### config.mk
export PLATFORM = sky130hd
export DESIGN_NAME = apb_decode_bridge
export DESIGN_NICKNAME = d
export VERILOG_FILES = /design/src/rtl/apb_decode_bridge_pkg.sv /design/src/rtl/apb_decode_bridge_addr_decoder.sv /design/src/rtl/apb_decode_bridge.sv
export SDC_FILE = /design/constraint.sdc
export NUM_CORES = 1
export LEC_CHECK = 0
export CAP_MARGIN = 20
export CORE_AREA = 8 8 134 136
export DETAILED_ROUTE_END_ITERATION = 12
export DIE_AREA = 0 0 142 144
export PLACE_DENSITY = 0.9
export SYNTH_ARGS = -nofsm -noshare
export SYNTH_HDL_FRONTEND = slang
export SYNTH_SLANG_ARGS = --single-unit
### constraint.sdc
create_clock -name clk -period 3.8 [get_ports clk]
set_input_delay 0.38 -clock clk [delete_from_list [all_inputs] [get_ports clk]]
set_output_delay 0.38 -clock clk [all_outputs]
set_load 0.05 [all_outputs]
### src/rtl/apb_decode_bridge_pkg.sv
// Shared types and constants for the AXI-lite to APB decode bridge.
package apb_decode_bridge_pkg;

  typedef enum logic [1:0] {
    IDLE   = 2'd0,
    SETUP  = 2'd1,
    ACCESS = 2'd2,
    RESP   = 2'd3
  } apb_br_state_e;

  localparam logic [1:0] RESP_OKAY   = 2'b00;
  localparam logic [1:0] RESP_SLVERR = 2'b10;
  localparam logic [1:0] RESP_DECERR = 2'b11;

  // Slave index width; a single slave still needs one bit.
  function automatic int unsigned idx_width(input int unsigned n);
    return (n > 1) ? $clog2(n) : 1;
  endfunction

endpackage

### src/rtl/apb_decode_bridge_addr_decoder.sv
// Combinational address decode: maps an address to a slave index and hit flag.
module apb_addr_decoder
  import apb_decode_bridge_pkg::*;
#(
  parameter int unsigned       ADDR_W        = 32,
  parameter logic [ADDR_W-1:0] BASE_ADDR     = 32'h4000_0000,
  parameter int unsigned       SLV_SIZE_LOG2 = 12,
  parameter int unsigned       NUM_SLV       = 4,
  parameter int unsigned       IDX_W         = idx_width(NUM_SLV)
) (
  input  logic [ADDR_W-1:0] addr,
  output logic [IDX_W-1:0]  idx,
  output logic              hit
);

  logic [ADDR_W-1:0] off;
  logic [ADDR_W-1:0] page;

  assign off  = addr - BASE_ADDR;
  assign page = off >> SLV_SIZE_LOG2;
  assign hit  = (addr >= BASE_ADDR) && (page < ADDR_W'(NUM_SLV));
  assign idx  = page[IDX_W-1:0];

endmodule

### src/rtl/apb_decode_bridge.sv
// AXI-lite slave to APB4 master bridge with per-slave PSEL decode,
// wait-state support, access timeout and AXI error responses.
module apb_decode_bridge
  import apb_decode_bridge_pkg::*;
#(
  parameter int unsigned       ADDR_W        = 32,
  parameter int unsigned       DATA_W        = 32,
  parameter int unsigned       NUM_SLV       = 4,
  parameter int unsigned       SLV_SIZE_LOG2 = 12,
  parameter logic [ADDR_W-1:0] BASE_ADDR     = 32'h4000_0000,
  parameter int unsigned       TIMEOUT       = 255
) (
  input  logic                      clk,
  input  logic                      reset_n,
  input  logic [ADDR_W-1:0]         awaddr,
  input  logic                      awvalid,
  output logic                      awready,
  input  logic [DATA_W-1:0]         wdata,
  input  logic [DATA_W/8-1:0]       wstrb,
  input  logic                      wvalid,
  output logic                      wready,
  output logic [1:0]                bresp,
  output logic                      bvalid,
  input  logic                      bready,
  input  logic [ADDR_W-1:0]         araddr,
  input  logic                      arvalid,
  output logic                      arready,
  output logic [DATA_W-1:0]         rdata,
  output logic [1:0]                rresp,
  output logic                      rvalid,
  input  logic                      rready,
  output logic [ADDR_W-1:0]         paddr,
  output logic                      pwrite,
  output logic [DATA_W-1:0]         pwdata,
  output logic [DATA_W/8-1:0]       pstrb,
  output logic [NUM_SLV-1:0]        psel,
  output logic                      penable,
  input  logic [NUM_SLV*DATA_W-1:0] prdata,
  input  logic [NUM_SLV-1:0]        pready,
  input  logic [NUM_SLV-1:0]        pslverr
);

  localparam int unsigned IDX_W  = idx_width(NUM_SLV);
  localparam int unsigned CNT_W  = $clog2(TIMEOUT + 1);
  localparam int unsigned STRB_W = DATA_W / 8;

  apb_br_state_e             state, state_d;
  logic [IDX_W-1:0]          idx_q, idx_d;
  logic [CNT_W-1:0]          cnt, cnt_d;
  logic                      last_wr, last_wr_d;
  logic [NUM_SLV-1:0]        psel_d;
  logic                      penable_d, pwrite_d, bvalid_d, rvalid_d;
  logic [ADDR_W-1:0]         paddr_d;
  logic [DATA_W-1:0]         pwdata_d, rdata_d;
  logic [STRB_W-1:0]         pstrb_d;
  logic [1:0]                bresp_d, rresp_d;

  logic                      wr_pend, rd_pend, pick_wr, pick_rd;
  logic [ADDR_W-1:0]         req_addr;
  logic [IDX_W-1:0]          dec_idx;
  logic                      dec_hit;
  logic                      sel_ready, sel_err;
  logic [DATA_W-1:0]         sel_rdata;

  // Request arbitration; last_wr only flips when both directions compete.
  assign wr_pend  = awvalid && wvalid;
  assign rd_pend  = arvalid;
  assign pick_wr  = (state == IDLE) && wr_pend && (!rd_pend || !last_wr);
  assign pick_rd  = (state == IDLE) && rd_pend && !pick_wr;
  assign awready  = pick_wr;
  assign wready   = pick_wr;
  assign arready  = pick_rd;
  assign req_addr = pick_wr ? awaddr : araddr;

  apb_addr_decoder #(
    .ADDR_W        (ADDR_W),
    .BASE_ADDR     (BASE_ADDR),
    .SLV_SIZE_LOG2 (SLV_SIZE_LOG2),
    .NUM_SLV       (NUM_SLV),
    .IDX_W         (IDX_W)
  ) u_dec (
    .addr (req_addr),
    .idx  (dec_idx),
    .hit  (dec_hit)
  );

  assign sel_ready = pready[idx_q];
  assign sel_err   = pslverr[idx_q];
  assign sel_rdata = prdata[int'(idx_q)*DATA_W +: DATA_W];

  always_ff @(posedge clk or negedge reset_n) begin
    if (!reset_n) begin
      state   <= IDLE;
      idx_q   <= '0;
      cnt     <= '0;
      last_wr <= 1'b0;
      psel    <= '0;
      penable <= 1'b0;
      pwrite  <= 1'b0;
      paddr   <= '0;
      pwdata  <= '0;
      pstrb   <= '0;
      bvalid  <= 1'b0;
      bresp   <= RESP_OKAY;
      rvalid  <= 1'b0;
      rresp   <= RESP_OKAY;
      rdata   <= '0;
    end else begin
      state   <= state_d;
      idx_q   <= idx_d;
      cnt     <= cnt_d;
      last_wr <= last_wr_d;
      psel    <= psel_d;
      penable <= penable_d;
      pwrite  <= pwrite_d;
      paddr   <= paddr_d;
      pwdata  <= pwdata_d;
      pstrb   <= pstrb_d;
      bvalid  <= bvalid_d;
      bresp   <= bresp_d;
      rvalid  <= rvalid_d;
      rresp   <= rresp_d;
      rdata   <= rdata_d;
    end
  end

  always_comb begin
    state_d   = state;
    idx_d     = idx_q;
    cnt_d     = cnt;
    last_wr_d = last_wr;
    psel_d    = psel;
    penable_d = penable;
    pwrite_d  = pwrite;
    paddr_d   = paddr;
    pwdata_d  = pwdata;
    pstrb_d   = pstrb;
    bvalid_d  = bvalid;
    bresp_d   = bresp;
    rvalid_d  = rvalid;
    rresp_d   = rresp;
    rdata_d   = rdata;

    unique case (state)
      IDLE: begin
        if (pick_wr || pick_rd) begin
          if (wr_pend && rd_pend) last_wr_d = pick_wr;
          pwrite_d = pick_wr;
          paddr_d  = {req_addr[ADDR_W-1:2], 2'b00};
          pwdata_d = pick_wr ? wdata : '0;
          pstrb_d  = pick_wr ? wstrb : '0;
          idx_d    = dec_idx;
          if (dec_hit) begin
            psel_d  = NUM_SLV'(1) << dec_idx;
            state_d = SETUP;
          end else begin
            // Unmapped address: answer straight away without touching APB.
            state_d = RESP;
            if (pick_wr) begin
              bvalid_d = 1'b1;
              bresp_d  = RESP_DECERR;
            end else begin
              rvalid_d = 1'b1;
              rresp_d  = RESP_DECERR;
              rdata_d  = '0;
            end
          end
        end
      end
      SETUP: begin
        penable_d = 1'b1;
        cnt_d     = '0;
        state_d   = ACCESS;
      end
      ACCESS: begin
        if (sel_ready || (cnt == CNT_W'(TIMEOUT - 1))) begin
          psel_d    = '0;
          penable_d = 1'b0;
          state_d   = RESP;
          if (pwrite) begin
            bvalid_d = 1'b1;
            bresp_d  = (sel_ready && !sel_err) ? RESP_OKAY : RESP_SLVERR;
          end else begin
            rvalid_d = 1'b1;
            rresp_d  = (sel_ready && !sel_err) ? RESP_OKAY : RESP_SLVERR;
            rdata_d  = sel_ready ? sel_rdata : '0;
          end
        end else begin
          cnt_d = cnt + CNT_W'(1);
        end
      end
      RESP: begin
        if ((bvalid && bready) || (rvalid && rready)) begin
          bvalid_d = 1'b0;
          rvalid_d = 1'b0;
          state_d  = IDLE;
        end
      end
      default: state_d = IDLE;
    endcase
  end

endmodule

==> Word-level counts from Yosys, hierarchy flattened <==
Cells that the tools add are included.
Widths: inputs -> output; s select.
{ "op_classes": {"reduce_logical": 32, "eq_ne": 14, "magnitude_cmp": 3, "shifts": 2, "mux": 53, "add_sub_neg": 2} }
{ "ops": {"columns": ["operator", "n"], "rows": [
  ["$mux 32", 8],
  ["$shiftx 128x8->32", 1],
  ["$pmux 32 s2", 1],
  ["$ge 32x31->1 const B", 1],
  ["$sub 32x31->32 const B", 1],
  ["$mux 2", 15],
  ["$lt 20x3->1 const B", 1],
  ["$ne 2x2->1 const B", 9],
  ["$mux 4", 4],
  ["$pmux 8 s2", 1],
  ["$mux 1", 14],
  ["$reduce_and 7->1", 2],
  ["$reduce_and 6->1", 2],
  ["$logic_and 1x1->1", 10],
  ["$add 8x1->8 const B", 1],
  ["$eq 8x8->1 const B", 1],
  ["$mux 8", 1],
  ["$pmux 2 s2", 2],
  ["$pmux 2 s4", 1],
  ["$pmux 4 s2", 1],
  ["$pmux 1 s3", 2],
  ["$reduce_and 2->1", 3],
  ["$reduce_and 3->1", 2],
  ["$bmux 1 s2", 2],
  ["12 further kinds", 20]
]} }
{ "totals": {"output_inout_bits": 115, "register_bits": 123, "input_bits": 243, "word_cells": 121} }

==> Logic depth before layout (Yosys ltp) <==
Gate-level depths: netlist (run 1).
{ "depth": {"depth_word": 10, "mapped_depth": 10, "depth_no_buf": 7} }

==> Hierarchy <==
From an unflattened synthesis (run 1), not the netlist that was laid out.
{ "unflattened": {"cells_unflattened": 507, "area_unflattened_um2": 6308.6} }
{ "by_module_without_submodules": {"columns": ["module", "cells_each", "area_per_inst_um2", "instances", "seq_area_each_um2"], "rows": [
  ["apb_decode_bridge", 498, 6251.0, 1, 3078.0],
  ["apb_addr_decoder", 9, 57.6, 1, 0.0]
]} }

==> Worst setup path before layout (run 1) <==
OpenSTA, ideal clock, no wires.
{ "synth_path": {"path_type": "reg2out", "start": "register state[0]", "end": "output wready", "t_arrival_ns": 2.271, "path_buffers": 4, "path_slack_ns": 1.149, "stages_incl_launch_ff": 9, "required_time_ns": 3.420, "cell_sequence": "dfrtp_1 -> inv_1 -> ha_1 -> clkbuf_1 -> nand4_1 -> buf_2 -> inv_1 -> clkbuf_1 -> buf_4"} }
{ "synth_between": {"elab_chain_len": 3} }
{ "synth_rtl": {"columns": ["item", "line", "text"], "rows": [
  ["start, declared", "apb_decode_bridge.sv:47", "apb_br_state_e state, state_d;"],
  ["start signal, assigned", "apb_decode_bridge.sv:109", "state <= state_d;"],
  ["$logic_not 2->1", "apb_decode_bridge.sv:68", "assign pick_wr = (state == IDLE) && wr_pend && (!rd_pend || !last_wr);"],
  ["$logic_and 1x1->1 (2 in a row)", "apb_decode_bridge.sv:68", null],
  ["end, declared", "apb_decode_bridge.sv:21", "output logic wready,"]
]} }
Every way passes these cells.

==> Worst setup path after layout (run 1) <==
{ "layout_path": {"start": "register state[0]", "end": "output arready"} }
{ "layout_between": {"elab_chain_len": 5, "elab_cells_between_ends": 6, "cone_classes": "6 x reduce/logical"} }
{ "layout_rtl": {"columns": ["item", "line", "text"], "rows": [
  ["$logic_not 2->1 *", "apb_decode_bridge.sv:68, apb_decode_bridge.sv:69", null],
  ["$logic_and 1x1->1 (2 in a row)", "apb_decode_bridge.sv:68", null],
  ["$logic_not 1->1", "apb_decode_bridge.sv:69", "assign pick_rd = (state == IDLE) && rd_pend && !pick_wr;"],
  ["$logic_and 1x1->1 *", "apb_decode_bridge.sv:69", null],
  ["end, declared", "apb_decode_bridge.sv:27", "output logic arready,"]
]} }
Mark *: on every way between the ends. The rest lies on a longest branch, timed or not.

==> summary.txt, run 1 <==
Status
  – Status: completed

Global route
  – Global router's overall resource usage: 23.2%
  – Total congestion overflow: 0
  – Via count of the first global-routing pass: 6,332
  – Antenna violations before repair: 1
  – Pin count of the biggest net entering global routing: 73
  – Wire length of the first global-routing pass: 35,900 µm

Synthesis
  – Adder and majority cell fraction of the synthesized area: 1.42%
  – Synthesized-area fraction occupied by ao, oa, aoi and oai cells: 15.5%
  – Sequential area share after synthesis: 49.2%
  – Number of distinct library cell variants in the gate-level netlist after synthesis: 45
  – Average cell area after synthesis: 11.4 µm²
  – Post-synth EDFFs: 0
  – Prevailing post-synth register cell: sky130_fd_sc_hd__dfrtp_1
  – Main combinational cell family by area after synthesis: multiplexers
  – Ys Warns: 0
  – Fraction of synthesized cell area in xor and xnor cells: 0.711%
  – Post-synthesis share of cell area spent on and, or, nand and nor gates: 9.28%
  – Share of cell area taken by muxes after synthesis: 19.3%
  – Register bit count reported by yosys: 121
  – Share of async-settable or async-resettable flops after synthesis: 100%
  – Number of standard cells after synthesis: 539
  – Cell area after technology mapping: 6160 µm²

Route
  – Count of unresolved DRC violations after routing: 0
  – Number of vias after detailed routing: 5,971
  – Mean number of vias per cell: 5.39
  – Violation count after the first detailed-route iteration: 316
  – Antenna viol nets, final: 0
  – Final wirelength: 24,000 µm
  – Initial DRT Pass Iterations: 5
  – WL/cell: 21.7 µm

Finish
  – Most common cell after layout, fill and taps aside: sky130_fd_sc_hd__clkdlybuf4s50_1
  – Post-Route Utilization: 65.0%
  – Most frequent cells in the layout: sky130_fd_sc_hd__clkdlybuf4s50_1, sky130_fd_sc_hd__dfrtp_1, sky130_fd_sc_hd__o21ai_0
  – Non-Filler Cell Area, Final: 10,400 µm²
  – Growth of design area from synthesis to finish: 69.5%
  – Non-filler instance count after layout: 1,107
  – Share of cells above drive strength 1: 10.8%
  – Fin nets: 1,122

Clock network
  – Sink Count: 121
  – H-tree Lvls: 4
  – Clock latency on the worst-skew pair: 400 ps
  – Clock root buffer: sky130_fd_sc_hd__clkbuf_16
  – Total of cells resized after clock tree synthesis: 0
  – TritonCTS clock tree: yes
  – Post-CTS setup repair buffer count: 0
  – Clock-pin slew of the registers on the worst-case setup and hold paths: 60 ps
  – CTS Buffer Depth: 2
  – Hold bufs inserted after CTS: 0
  – Number of buffers created by CTS: 17

Floorplan
  – Number of placed I/O pins: 358
  – Initial Utilization: 38.4%
  – Die Area: 20,400 µm²
  – Chip Height: 144 µm
  – Die width: 142 µm
  – FP Rows: 47
  – Placeable core region: 16,100 µm²

Job
  – Number of max-capacitance violations reported: 0

Place
  – Detail Placement HPWL: 18,600 µm
  – Final RePlAce weighted congestion: 0.857
  – Total placed cells including tap cells: 1,073
  – IO buf count: 351
  – Post-DP Area: 9830 µm²

Power and ir drop
  – Clock network fraction of total power: 18.2%
  – Combinational Power Share: 58.0%
  – Switch share: 47.2%
  – Net switching power of the design: 4.23 mW
  – Areal power density over the cells: 859 nW/µm²
  – Static Leakage: 4.40 nW
  – Worst ir drop on vdd: 0.000675 V
  – Sequential cell fraction of total power: 23.8%
  – Cell internal pwr: 4.74 mW

STA
  – Unrepaired setup endpoints after global routing: no
  – Share of the cycle needed by the critical path after routing: 80.6%
  – Hold Slack: 105 ps
  – Upper clock frequency limit: 326 MHz
  – Final hold violation count: 0
  – Pins over their slew limit: 0
  – Final Setup Violations: 0
  – Final setup TNS: 0 ps
  – Final setup skew: 7.76 ps
  – Minimum period implied by the final worst setup slack: 3060 ps
  – Worst slew margin relative to its limit: 36.1%
  – Slew at the pin closest to its max-slew limit: 958 ps

Worst setup path
  – Setup slack of the most critical reg-to-reg path: 1240 ps
  – Highest fanout seen on the critical path: 19
  – Crit path DAT: 2680 ps
  – Crit Path Category: reg2out
  – Critical Path Start Type: register
  – Req. time, crit path: 3420 ps
  – Nature of the critical path endpoint: primary output

Hold path
  – Worst hold-check path type: in2async
==> logic make-up (layout without fill, tap and decap cells) <==
kind of cell | count (synthesis) | count (layout)
other | 1 | 4
multiplexers | 75 | 75
AO/OA/AOI/OAI | 153 | 153
flip-flops | 121 | 121
AND/OR/NAND/NOR | 118 | 118
XOR/XNOR | 5 | 5
adder cells (fa/ha/maj) | 7 | 7
buffers and inverters | 59 | 404
==> synthesized netlist by cell type (all sizes together), types with 7 or more instances <==
master,instances,share of area (%)
dfrtp,121,49
o21ai,103,8.4
nand2,42,2.7
nand3,38,3.1
a22o,36,5.1
mux4,34,12
mux2i,33,5.4
clkbuf,29,1.8
buf,21,2.2
nor2,10,0.61
inv,9,0.55
mux2,8,1.5
ha,7,1.4
==> state kept, by name, summed over array words and instances (netlist names) <==
| name | cells |
|---|---|
| bresp | 2 |
| rdata | 32 |
| rvalid | 1 |
| state | 2 |
| penable | 1 |
| pstrb | 4 |
| paddr | 29 |
| idx_q | 1 |
| bvalid | 1 |
| pwdata | 32 |
| cnt | 8 |
| rresp | 2 |
| psel | 4 |
| last_wr | 1 |
| pwrite | 1 |
==> final timing paths <==
path,from,to,cells past startpoint
min in group clk,cnt[7]$_DFFE_PN0P_,cnt[7]$_DFFE_PN0P_,1
setup / recovery,state[0]$_DFFE_PN0P_,arready,6
hold / removal,reset_n,rdata[0]$_DFFE_PN0P_,1
hold reg to reg,cnt[7]$_DFFE_PN0P_,cnt[7]$_DFFE_PN0P_,1
setup reg to reg,state[0]$_DFFE_PN0P_,psel[1]$_DFFE_PN0P_,6
max in group asynchronous,reset_n,idx_q[0]$_DFFE_PN0P_,2
==> metal layers <==
metal	up-vias	track usage (%)	part of all wire [%]
li1	2680	-	-
met3	45	7.59	7.3
met2	242	39.3	53
met1	3004	26.3	37
met4	0	10.2	2.9
met5	-	0	0
==> power groups by stage <==
stage	Clock, mW	Combinational [mW]	Sequential [mW]
floorplan	0	1.72	3.83
global placement	0	5.14	2.11
detailed placement	0	5.21	2.14
CTS	1.67	5.23	2.14
global route	1.74	5.48	2.20
finish	1.63	5.20	2.14
==> per-stage QoR <==
step	setup WS, ps	power [mW]
2_1_floorplan	1150	5.55
3_3_place_gp	925	7.25
3_5_place_dp	916	7.35
4_1_cts	705	9.03
5_1_grt	578	9.41
6_report	737	8.97
==> layout make-up <==
class                   instances  area [µm²]
fillers                      1260        5610
repair buffers                363        3630
flip-flops and latches        121        3030
multi-input cells             360        2860
clock buffers                  22         494
well taps                     220         275
clock inverters                10         116
inverters                       9        33.8
diodes                          2        5.00
==> worst max-delay path, cell delays in order (launching register included) <==
cell,delay (ps)
sky130_fd_sc_hd__dfrtp_1,400
sky130_fd_sc_hd__inv_1,100
sky130_fd_sc_hd__ha_1,360
sky130_fd_sc_hd__nand4_1,130
sky130_fd_sc_hd__buf_4,280
sky130_fd_sc_hd__and3_1,190
sky130_fd_sc_hd__clkdlybuf4s50_1,820
Note: power is estimated with default switching activity, not from simulation.
==> run 2: changes to the inputs <==
CORE_AREA = unset   (was 8 8 134 136)
CORE_MARGIN = 8   (was unset)
CORE_UTILIZATION = 39   (was unset)
DIE_AREA = unset   (was 0 0 142 144)
PLACE_DENSITY = 0.89   (was 0.9)
clock period = 2.9 ns   (was 3.8 ns; I/O delays follow)
==> run 2 against run 1 <==
  * Hold slack improved by 360 ps
  * Sequential power increased by 31%
  * Critical path type unchanged
  * Largest power group unchanged
  * Design area increased by 0.55%
  * Critical path depth unchanged
  * Combinational power increased by 32%
  * Sequential share of layout area decreased by 0.16 points
  * Global-route usage increased by 1.0 points
  * Clock-buffer cell count decreased by 1
==> summary.txt, run 2 (synthesis results as in run 1) <==
Status
  – Status: completed

Place
  – Detail Placement HPWL: 18,900 µm
  – Final RePlAce weighted congestion: 0.890
  – IO buf count: 351
  – DP Worst Slack: 334 ps

Floorplan
  – Initial Utilization: 39.3%
  – Placeable core region: 15,700 µm²
  – FP Rows: 46
  – Die Area: 20,100 µm²
  – Chip Height: 142 µm
  – Number of placed I/O pins: 358
  – Die width: 142 µm

Finish
  – Share of cells above drive strength 1: 11.0%
  – Most common cell after layout, fill and taps aside: sky130_fd_sc_hd__clkdlybuf4s50_1
  – Growth of design area from synthesis to finish: 70.5%
  – Antenna diode instance count: 0
  – Most frequent cells in the layout: sky130_fd_sc_hd__clkdlybuf4s50_1, sky130_fd_sc_hd__dfrtp_1, sky130_fd_sc_hd__o21ai_0
  – Fin nets: 1,128
  – Post-Route Utilization: 67.1%
  – Largest registers in the final layout: pwdata x32, rdata x32, paddr x29

Power and ir drop
  – Areal power density over the cells: 1140 nW/µm²
  – Worst ir drop on vdd: 0.000799 V
  – Combinational Power Share: 57.5%
  – Clock network fraction of total power: 19.1%
  – Sequential cell fraction of total power: 23.4%
  – Net switching power of the design: 5.51 mW
  – Cell internal pwr: 6.43 mW
  – Switch share: 46.2%
  – Static Leakage: 4.45 nW

Route
  – Violation count after the first detailed-route iteration: 281
  – Final wirelength: 23,800 µm
  – WL/cell: 21.6 µm
  – Count of unresolved DRC violations after routing: 0
  – Antenna viol nets, final: 0
  – Number of vias after detailed routing: 5,874
  – Mean number of vias per cell: 5.32
  – Initial DRT Pass Iterations: 5

Global route
  – Global router's overall resource usage: 24.2%
  – Total congestion overflow: 0
  – Antenna violations before repair: 0
  – Pin count of the biggest net entering global routing: 63
  – Via count of the first global-routing pass: 6,489
  – Wire length of the first global-routing pass: 36,400 µm

STA
  – Slew at the pin closest to its max-slew limit: 649 ps
  – Share of the cycle needed by the critical path after routing: 88.7%
  – Worst slew margin relative to its limit: 56.7%
  – Final Setup Violations: 0
  – Pins over their slew limit: 0
  – Upper clock frequency limit: 389 MHz
  – Final setup margin: 327 ps
  – Minimum period implied by the final worst setup slack: 2570 ps
  – Final hold violation count: 0
  – Unrepaired setup endpoints after global routing: no
  – Final setup TNS: 0 ps
  – Hold Slack: 463 ps
  – Final setup skew: 11.4 ps

Worst setup path
  – Worst R2R Path Depth: 8
  – Req. time, crit path: 2610 ps
  – Destination of the worst register-to-register timing path: rdata[26]$_DFFE_PN0P_
  – Start point of the critical path: state[0]$_DFFE_PN0P_
  – Slowest cell on crit path: sky130_fd_sc_hd__buf_4
  – Crit Path Category: reg2out
  – Largest stage delay on the critical path: 420 ps
  – Highest fanout seen on the critical path: 39
  – Crit path DAT: 2280 ps
  – Crit. path cell count: 6
  – CP Buf/Inv Count: 4
  – Setup slack of the most critical reg-to-reg path: 510 ps
  – Critical Path Most Common Cell: sky130_fd_sc_hd__inv_1
  – Critical Path Start Type: register
  – Cell type group with the largest total delay on the critical path: buffers and inverters
  – Series of cell instances along the critical path: inv_1 -> ha_1 -> nand4_1 -> inv_1 -> buf_4 -> buf_12
  – Setup crit end: awready
  – R2r startpoint: state[0]$_DFFE_PN0P_
  – Nature of the critical path endpoint: primary output

Clock network
  – Sink Count: 121
  – Clock root buffer: sky130_fd_sc_hd__clkbuf_16
  – Clock-pin slew of the registers on the worst-case setup and hold paths: 60 ps
  – Number of buffers created by CTS: 17
  – TritonCTS clock tree: yes
  – Clock latency on the worst-skew pair: 410 ps
  – CTS Buffer Depth: 2
  – H-tree Lvls: 4

Hold path
  – Worst hold-check path type: in2async

Job
  – Number of max-capacitance violations reported: 0
-- run 2: worst reg2reg max path, cell delays in order, from the launching register on --
cell                       delay [ps]
sky130_fd_sc_hd__dfrtp_1          380
sky130_fd_sc_hd__inv_1            100
sky130_fd_sc_hd__ha_1             310
sky130_fd_sc_hd__nand4_1          190
sky130_fd_sc_hd__buf_4            380
sky130_fd_sc_hd__o211ai_1         170
sky130_fd_sc_hd__or2_1            290
sky130_fd_sc_hd__buf_4            230
sky130_fd_sc_hd__o21ai_0          240
-- run 2: power by group through the flow --
stage / Combinational (mW) / Sequential, mW / Clock (mW)
finish: 6.86 / 2.80 / 2.28
CTS: 6.91 / 2.80 / 2.33
global placement: 6.78 / 2.77 / 0
floorplan: 2.25 / 5.02 / 0
detailed placement: 6.89 / 2.81 / 0
global route: 7.25 / 2.89 / 2.41
-- run 2: timing repair --
action                    CTS  global route
resized for setup           0             0
hold buffers                1             0
hold endpoints to repair   47             0
setup buffers               0             0
-- run 2: final cells by class --
cell class	count	area (µm²)
sequential	121	3030
multi-input combinational	360	2860
fill	1187	5150
tap	216	270
clock buffer	21	460
timing repair buffer	369	3680
clock inverter	9	173
inverter	9	33.8
-- run 2: how the worst min path moves through the flow --
stage                     startpoint  cells past startpoint  slack (ps)                endpoint
final                        reset_n                      2         460   rdata[18]$_DFFE_PN0P_
after global routing       wdata[16]                      2         470  pwdata[16]$_DFFE_PN0P_
after CTS                  wdata[26]                      2         460  pwdata[26]$_DFFE_PN0P_
after detailed placement     reset_n                      1         350   rdata[19]$_DFFE_PN0P_
after global placement       reset_n                      1         340   rdata[17]$_DFFE_PN0P_
after floorplan              reset_n                      0          -6    bresp[0]$_DFFE_PN0P_
-- run 2: per-layer routing --
metal	vias to the layer above	share of wire (%)	GRT usage, %
met2	252	52	40.7
met5	-	0	0
li1	2693	-	-
met3	68	7.3	7.83
met4	0	4.9	13.0
met1	2861	36	26.8
-- run 2: stage by stage --
stage	area, µm²	cells	power (mW)
6_report	10500	1105	11.9
5_1_grt	10500	1105	12.5
4_1_cts	10500	1105	12.0
3_5_place_dp	9860	1074	9.70
3_3_place_gp	9860	1074	9.55
2_1_floorplan	6160	540	7.27
